`config.mk`:
```
export PLATFORM = sky130hd
export DESIGN_NAME = branch_predict_unit_flat
export DESIGN_NICKNAME = d
export VERILOG_FILES = /design/src/rtl/branch_predict_unit_if.sv /design/src/rtl/branch_predict_unit.sv /design/src/flat_wrapper.sv
export SDC_FILE = /design/constraint.sdc
export NUM_CORES = 1
export LEC_CHECK = 0
export ABC_AREA = 0
export BUFFER_PORTS_ARGS = -buffer_cell sky130_fd_sc_hd__buf_4
export CAP_MARGIN = 30
export CORE_ASPECT_RATIO = 0.8
export CORE_MARGIN = 2
export CORE_UTILIZATION = 30
export CTS_CLUSTER_DIAMETER = 120
export DETAILED_ROUTE_END_ITERATION = 12
export PLACE_DENSITY = 0.58
export RECOVER_POWER = 50
export SLEW_MARGIN = 20
export SYNTH_ARGS = -nofsm -noshare
export SYNTH_HDL_FRONTEND = slang
export SYNTH_SLANG_ARGS = --single-unit
```
`constraint.sdc`:
```
create_clock -name clk -period 2.9 [get_ports clk]
set_input_delay 0.29 -clock clk [delete_from_list [all_inputs] [get_ports clk]]
set_output_delay 0.29 -clock clk [all_outputs]
set_load 0.005 [all_outputs]
```
`src/rtl/branch_predict_unit_if.sv`:
```
// Bundle of the IF-stage lookup and EX-stage resolve signals of the branch predictor.
// The slave side is the predictor; the master side is the pipeline that drives it.
interface branch_predict_unit_if #(
  parameter int PC_W  = 32,
  parameter int CNT_W = 32
);

  logic [PC_W-1:0]  if_pc;
  logic             if_pred_taken;

  logic             ex_valid;
  logic             ex_branch;
  logic [2:0]       ex_func3;
  logic [PC_W-1:0]  ex_pc;
  logic             ex_pred_taken;
  logic             zero;
  logic             alu_out;

  logic             PCSrc;
  logic             mispredict;
  logic             illegal_branch;
  logic [CNT_W-1:0] br_count;
  logic [CNT_W-1:0] mp_count;

  modport master (
    output if_pc,
    input  if_pred_taken,
    output ex_valid,
    output ex_branch,
    output ex_func3,
    output ex_pc,
    output ex_pred_taken,
    output zero,
    output alu_out,
    input  PCSrc,
    input  mispredict,
    input  illegal_branch,
    input  br_count,
    input  mp_count
  );

  modport slave (
    input  if_pc,
    output if_pred_taken,
    input  ex_valid,
    input  ex_branch,
    input  ex_func3,
    input  ex_pc,
    input  ex_pred_taken,
    input  zero,
    input  alu_out,
    output PCSrc,
    output mispredict,
    output illegal_branch,
    output br_count,
    output mp_count
  );

endinterface

```
`src/rtl/branch_predict_unit.sv`:
```
// RV32I conditional-branch resolver with a direct-mapped table of 2-bit saturating
// counters for IF prediction, misprediction flagging and saturating statistics.
module branch_predict_unit #(
  parameter int PC_W        = 32,
  parameter int BHT_ENTRIES = 64,
  parameter int IDX_LSB     = 2,
  parameter int CNT_W       = 32
) (
  input  logic                  clk,
  input  logic                  rst_n,
  branch_predict_unit_if.slave  bpu
);

  localparam int IDX_W = (BHT_ENTRIES > 1) ? $clog2(BHT_ENTRIES) : 1;

  localparam logic [2:0] F3_BEQ  = 3'b000;
  localparam logic [2:0] F3_BNE  = 3'b001;
  localparam logic [2:0] F3_BLT  = 3'b100;
  localparam logic [2:0] F3_BGE  = 3'b101;
  localparam logic [2:0] F3_BLTU = 3'b110;
  localparam logic [2:0] F3_BGEU = 3'b111;

  localparam logic [1:0] CTR_STRONG_NT = 2'b00;
  localparam logic [1:0] CTR_WEAK_NT   = 2'b01;
  localparam logic [1:0] CTR_STRONG_T  = 2'b11;

  logic [1:0]       bht [BHT_ENTRIES];
  logic [IDX_W-1:0] if_idx;
  logic [IDX_W-1:0] ex_idx;

  logic             sel;
  logic             legal;
  logic             taken;
  logic             res;
  logic             pc_src;
  logic             mp_flag;
  logic             illegal;

  logic [1:0]       ctr_cur;
  logic [1:0]       ctr_nxt;

  logic [CNT_W-1:0] br_q;
  logic [CNT_W-1:0] mp_q;

  logic             unused_pc_bits;

  assign if_idx = bpu.if_pc[IDX_LSB +: IDX_W];
  assign ex_idx = bpu.ex_pc[IDX_LSB +: IDX_W];

  // Bits outside the index window are deliberately ignored, so aliasing PCs share an entry.
  assign unused_pc_bits = ^{bpu.if_pc, bpu.ex_pc};

  // Read port has no bypass: a same-cycle EX write is seen by IF only on the next cycle.
  assign bpu.if_pred_taken = bht[if_idx][1];

  always_comb begin
    legal = 1'b1;
    taken = 1'b0;
    case (bpu.ex_func3)
      F3_BEQ:  taken = bpu.zero;
      F3_BNE:  taken = ~bpu.zero;
      F3_BLT,
      F3_BLTU: taken = bpu.alu_out;
      F3_BGE,
      F3_BGEU: taken = ~bpu.alu_out;
      default: legal = 1'b0;
    endcase

    sel     = bpu.ex_valid & bpu.ex_branch;
    res     = sel & legal;
    pc_src  = res & taken;
    mp_flag = res & (taken != bpu.ex_pred_taken);
    illegal = sel & ~legal;
  end

  assign bpu.PCSrc          = pc_src;
  assign bpu.mispredict     = mp_flag;
  assign bpu.illegal_branch = illegal;

  always_comb begin
    ctr_cur = bht[ex_idx];
    ctr_nxt = ctr_cur;
    if (taken) begin
      if (ctr_cur != CTR_STRONG_T) begin
        ctr_nxt = ctr_cur + 2'd1;
      end
    end else begin
      if (ctr_cur != CTR_STRONG_NT) begin
        ctr_nxt = ctr_cur - 2'd1;
      end
    end
  end

  // Reset takes priority over a branch resolving in the same cycle.
  always_ff @(posedge clk) begin
    if (!rst_n) begin
      for (int i = 0; i < BHT_ENTRIES; i++) begin
        bht[i] <= CTR_WEAK_NT;
      end
    end else if (res) begin
      bht[ex_idx] <= ctr_nxt;
    end
  end

  always_ff @(posedge clk) begin
    if (!rst_n) begin
      br_q <= '0;
      mp_q <= '0;
    end else begin
      if (res && (br_q != {CNT_W{1'b1}})) begin
        br_q <= br_q + CNT_W'(1);
      end
      if (mp_flag && (mp_q != {CNT_W{1'b1}})) begin
        mp_q <= mp_q + CNT_W'(1);
      end
    end
  end

  assign bpu.br_count = br_q;
  assign bpu.mp_count = mp_q;

endmodule

```
`src/flat_wrapper.sv`:
```
// flat-port wrapper written by rule: the top's interface ports become plain ports
module branch_predict_unit_flat 
#(
  parameter int PC_W        = 32,
  parameter int BHT_ENTRIES = 64,
  parameter int IDX_LSB     = 2,
  parameter int CNT_W       = 32
)
  (clk, rst_n, bpu_if_pc, bpu_if_pred_taken, bpu_ex_valid, bpu_ex_branch, bpu_ex_func3, bpu_ex_pc, bpu_ex_pred_taken, bpu_zero, bpu_alu_out, bpu_PCSrc, bpu_mispredict, bpu_illegal_branch, bpu_br_count, bpu_mp_count);
  branch_predict_unit_if #(.PC_W(PC_W), .CNT_W(CNT_W)) bpu_i ();
  input  logic clk;
  input  logic rst_n;
  input wire logic [$bits(bpu_i.if_pc)-1:0] bpu_if_pc;
  output wire logic [$bits(bpu_i.if_pred_taken)-1:0] bpu_if_pred_taken;
  input wire logic [$bits(bpu_i.ex_valid)-1:0] bpu_ex_valid;
  input wire logic [$bits(bpu_i.ex_branch)-1:0] bpu_ex_branch;
  input wire logic [$bits(bpu_i.ex_func3)-1:0] bpu_ex_func3;
  input wire logic [$bits(bpu_i.ex_pc)-1:0] bpu_ex_pc;
  input wire logic [$bits(bpu_i.ex_pred_taken)-1:0] bpu_ex_pred_taken;
  input wire logic [$bits(bpu_i.zero)-1:0] bpu_zero;
  input wire logic [$bits(bpu_i.alu_out)-1:0] bpu_alu_out;
  output wire logic [$bits(bpu_i.PCSrc)-1:0] bpu_PCSrc;
  output wire logic [$bits(bpu_i.mispredict)-1:0] bpu_mispredict;
  output wire logic [$bits(bpu_i.illegal_branch)-1:0] bpu_illegal_branch;
  output wire logic [$bits(bpu_i.br_count)-1:0] bpu_br_count;
  output wire logic [$bits(bpu_i.mp_count)-1:0] bpu_mp_count;
  assign bpu_i.if_pc = bpu_if_pc;
  assign bpu_if_pred_taken = bpu_i.if_pred_taken;
  assign bpu_i.ex_valid = bpu_ex_valid;
  assign bpu_i.ex_branch = bpu_ex_branch;
  assign bpu_i.ex_func3 = bpu_ex_func3;
  assign bpu_i.ex_pc = bpu_ex_pc;
  assign bpu_i.ex_pred_taken = bpu_ex_pred_taken;
  assign bpu_i.zero = bpu_zero;
  assign bpu_i.alu_out = bpu_alu_out;
  assign bpu_PCSrc = bpu_i.PCSrc;
  assign bpu_mispredict = bpu_i.mispredict;
  assign bpu_illegal_branch = bpu_i.illegal_branch;
  assign bpu_br_count = bpu_i.br_count;
  assign bpu_mp_count = bpu_i.mp_count;
  branch_predict_unit #(.PC_W(PC_W), .BHT_ENTRIES(BHT_ENTRIES), .IDX_LSB(IDX_LSB), .CNT_W(CNT_W)) u_core (.clk(clk), .rst_n(rst_n), .bpu(bpu_i));
endmodule
```
* Yosys cells after proc, flatten, opt, wreduce, memory -nomap -nowiden *
Memories as Yosys holds them, arrays and structs flattened.
Index checks and enable logic that the tools add are counted.

cells by class
  $add $sub $neg = 4
  eq/ne operators = 9
  multiplexer cells = 12
  bitwise logic cells = 8
  reduce and logical (&&, ||, !) cells = 8

operators with widths
  kind                                               number
  adder 32 x 1 -> 32 bit (second input constant)     2
  != test 32 bit (second input constant)             2
  == test 3 bit (second input constant)              4
  two-way mux 2 bit                                  4
  two-way mux 1 bit                                  6
  two-way mux 6 bit                                  1
  OR reduction 2 bit                                 3
  OR reduction 6 bit                                 1
  AND 1 bit                                          5
  one-hot mux 1 bit (4 select lines)                 1
  == test 3 x 1 -> 1 bit (second input constant)     1
  logical NOT 3 bit                                  1
  inverter 1 bit                                     3
  adder 2 x 1 -> 2 bit (second input constant)       1
  logical AND 1 bit                                  2
  != test 2 bit (second input constant)              1
  nonzero test 2 bit                                 1
  subtractor 2 x 1 -> 2 bit (second input constant)  1
  != test 1 bit                                      1

storage, ports and cells
  bits in registers = 64
  memory bits (writable) = 128
  input bits = 74
  output and inout port bits = 68
  word-level logic and storage cells = 44
  memories = 1

memories
  name        words  width  read ports  clocked after Yosys merged registers in  write ports  line                       text
  u_core.bht  64     2      2           0                                        64           branch_predict_unit.sv:27  logic [1:0] bht [BHT_ENTRIES];

* Longest topological paths before layout *
  word-level depth = 9
  depth in mapped cells = 12
  gate-level depth less buffers = 8

* Worst setup path after synthesis *
No wires, ideal clock.

  path type = input port to output port
  start point = input bpu_if_pc[2]
  end point = output bpu_if_pred_taken
  arrival time = 2.457 ns
  slack = 0.153 ns
  cell stages on the path = 5
  path through = clkbuf_1 > buf_2 > mux4_2 > mux4_2 > mux4_2

between the ends
  word-level cells in the longest chain between the ends = 1

RTL lines
  what                 line                text
  from (decl)          flat_wrapper.sv:13  input wire logic [$bits(bpu_i.if_pc)-1:0] bpu_if_pc;
  memory (64 x 2 bit)  --
  to (decl)            flat_wrapper.sv:14  output wire logic [$bits(bpu_i.if_pred_taken)-1:0] bpu_if_pred_taken;

Every way passes these cells.

==> impl_results.md <==
- Status: completed
- Total power: roughly 6 mW
- Initial antenna violation count: 1
- Synthesized area: about 10000 µm²
- R2R setup slack: 0.04 ns
- Pleak: ~4.2 nW
- Layer with the highest usage: met1
- First-pass GRT wire length: approximately 44000 µm
- Core Rows: between 60 and 70
- # IOs: around 140
- Fmax: 350 MHz
- Final setup violation count: 0
- Antenna-violating nets left: 0
- R2R cell count: 8
- Die area: approximately 36000 µm²
- Final setup skew: about 0.011 ns
- Area growth, synth to finish: 19.7%
- Worst slew margin: 0.446
- Worst Hold Class: input pin to flop
- CP Cell Sequence: mux4_2 > mux2_2 > a2bb2oi_1 > nand3_1 > a221oi_4 > maj3_2 > buf_12 > nor3_1
- Die X-Extent: roughly 210 µm
- EDFF count, synth: between 100 and 150
- Largest stage delay, worst path: approximately 0.47 ns
- Dpl ws: -0.108 ns
- Syn Nets: ~1000
- Leading area contributor after synthesis: edfxtp_1
- Worst-Skew Late Latency: between 0.4 and 0.5 ns
- Tot GR Track Use: 0.158
- Die Y: between 150 and 200 µm
- Reg2reg start: u_core.bht[16][1]
- DRC Markers: 0
- Hold Violations, Final: 0
- Clk sinks: ~190
- Main synth FF type: edfxtp_1
- Worst setup path category: flop to flop
- CP max FO: 24
- Commonest non-fill, non-tap cell in the layout: edfxtp_1
- Synth warn: 0
- Proportion of netlist area held by the largest area contributor: 0.369
- Gpl congestion: between 0.8 and 0.9
- Worst-Margin Slew: around 0.83 ns
- Startpoint Class: flop
- Nets: approximately 1200
- Vias in the first global route: 7530
- Starting Density: 0.302
- Kind of cell adding the most delay to the critical path: multiplexers
- CTS tree: built
- Met1 global-route usage: 0.235
- Core area: ~34000 µm²
- CP endpoint: u_core.bht[2][1]
- Seq cells post-synth: approximately 190
- R2R Path End: u_core.bht[2][1]
- Initial drt markers: roughly 700
- Final Routed Wirelength: 28400 µm
- Max VDD drop: a little under 0.4 mV
- Most frequent cells in the layout: edfxtp_1 (128), nand2_1 (118), buf_4 (87)
- Via Count: approximately 8000
- Gate Count Post-Synth: 973
- Final worst path period share: 0.986
- PortBufs: 89
- PD cells: 481 nW/µm²
- Crit-path slowest cell: mux4_2
- CP required: between 3 and 4 ns
- Syn avg cell area: around 11 µm²
- Met3 Use GR: 0.0463
- Worst-case hold slack: 0.389 ns
- Clock Pin Slew Worst Setup and Hold Paths: around 0.07 ns
- Largest net degree at the start of global routing: 79
- CTS root buffer: clkbuf_16
- Final count of pins violating max slew: 0
- Period minus WS final: around 2.9 ns
- Crit path arrival time: 3.01 ns
- Clock Tree Buf Depth: 2
- Synth top area cells: edfxtp_1 (37%), dfxtp_1 (12%), mux4_2 (7.6%)
- RSZ-0062 raised after global routing: no
- FFs w/ async S/R, synth: 0
- DP HPWL: just over 20000 µm
- Placed instance area: approximately 12000 µm²
- Vias/cell: about 5.1
- Total inserted antenna cells: 0
- WL/cell: between 15 and 20 µm
- Synth cell types: 64
- Buffers plus inverters on the worst setup path: 1
- CP Capture Type: flop
- Gr ovfl total: 0
- Max_cap viols: 0
- H-tree depth: 4
- Pre-antenna DRT Iters: 5
- Met2 track demand over resource: 0.226
- Cell area after layout: around 12000 µm²
- Hold buffers post-CTS: 0
- Number of buffers created by CTS: 17
- Setup ws final: ~0.04 ns
- Post-synthesis sequential area ratio: 0.492
- Share of layout cells above drive strength 1: 0.247
- Instance count on the critical path: 8
- CP startpoint: u_core.bht[16][1]
## logic make-up after synthesis
kind of cell | count (synthesis) | synth area share
adders and majority gates | 4 | 0.00456
xor gates and xnor gates | 53 | 0.0445
and+or+nand+nor | 470 | 0.244
DFF | 192 | 0.492
buffers and inverters | 84 | 0.0443
AOI/OAI and AO/OA | 111 | 0.0716
muxes | 59 | 0.0995
## how the worst min path moves through the flow
stage	endpoint	start	cells past startpoint	slack, ns
2_1_floorplan	u_core.bpu.mp_count[1]	u_core.bpu.mp_count[1]	2	0.50
4_1_cts	u_core.bpu.br_count[3]	bpu_ex_branch	6	0.38
5_1_grt	u_core.bpu.br_count[3]	bpu_ex_branch	6	0.43
3_5_place_dp	u_core.bpu.mp_count[1]	u_core.bpu.mp_count[1]	2	0.53
6_report	u_core.bpu.br_count[3]	bpu_ex_branch	6	0.39
3_3_place_gp	u_core.bpu.mp_count[26]	u_core.bpu.mp_count[26]	2	0.52
## registers in the layout (all words and copies together), names as in the netlist
name                 cells
u_core.bht             128
u_core.bpu.br_count     32
u_core.bpu.mp_count     32
## power by group
group,switching (mW),internal (mW)
clock network,1.09,1.20
logic,0.453,0.273
registers,0.0280,2.95
total,1.57,4.43
## Yosys cell counts, types with 4 or more instances
master,instances
dfxtp_1,64
o211ai_1,7
and4_1,8
a21boi_0,7
edfxtp_1,128
or3_1,9
mux2_2,5
inv_1,10
mux4_2,35
nand2b_1,14
nor2b_1,9
and3_1,15
buf_6,16
mux2i_1,17
nand3_1,86
o31ai_1,5
clkbuf_1,33
nor4b_1,4
xnor2_1,35
o21ai_0,49
nand4_1,19
nor4_1,4
nand2_1,118
nor3_1,20
nor3_2,37
and2_1,51
buf_1,9
buf_2,12
a221oi_1,7
nor2_1,65
xor2_1,18
## cell type report
| type | count | area, µm² |
|---|---|---|
| Fill cell | 3508 | 22000 |
| Clock inverter | 14 | 115 |
| Sequential cell | 192 | 5120 |
| Inverter | 11 | 41.3 |
| Tap cell | 472 | 591 |
| Clock buffer | 18 | 439 |
| Timing Repair Buffer | 171 | 1310 |
| Multi-Input combinational cell | 697 | 4850 |
## worst min-delay path, cell delays in order
cell	delay (ns)
buf_4	0.11
nand2_1	0.08
nor3_1	0.08
nand2_1	0.07
xor2_1	0.06
nor2b_1	0.10
## stage by stage
| step | setup TNS (ns) | cells | util |
|---|---|---|---|
| 3_5_place_dp | -5.84 | 1541 | 0.347 |
| 2_1_floorplan | 0 | 973 | - |
| 3_3_place_gp | -16.79 | 1541 | 0.347 |
| 5_1_grt | 0 | 1575 | 0.361 |
| 6_report | 0 | 1575 | 0.361 |
| 4_1_cts | 0 | 1573 | 0.363 |
## timing repair
| item | 4_1_cts | 5_1_grt |
|---|---|---|
| setup buffers | 0 | 1 |
| hold endpoints to repair | 0 | 0 |
| resized for setup | 0 | 1 |
| setup endpoints to repair | 0 | 113 |
## layer usage
layer,wire [µm],vias to the layer above
li1,-,3816
met1,13500,3898
met2,12000,337
met3,2600,20
met4,241,0
met5,0,-
No activity file was read; power rests on OpenSTA's default activity.
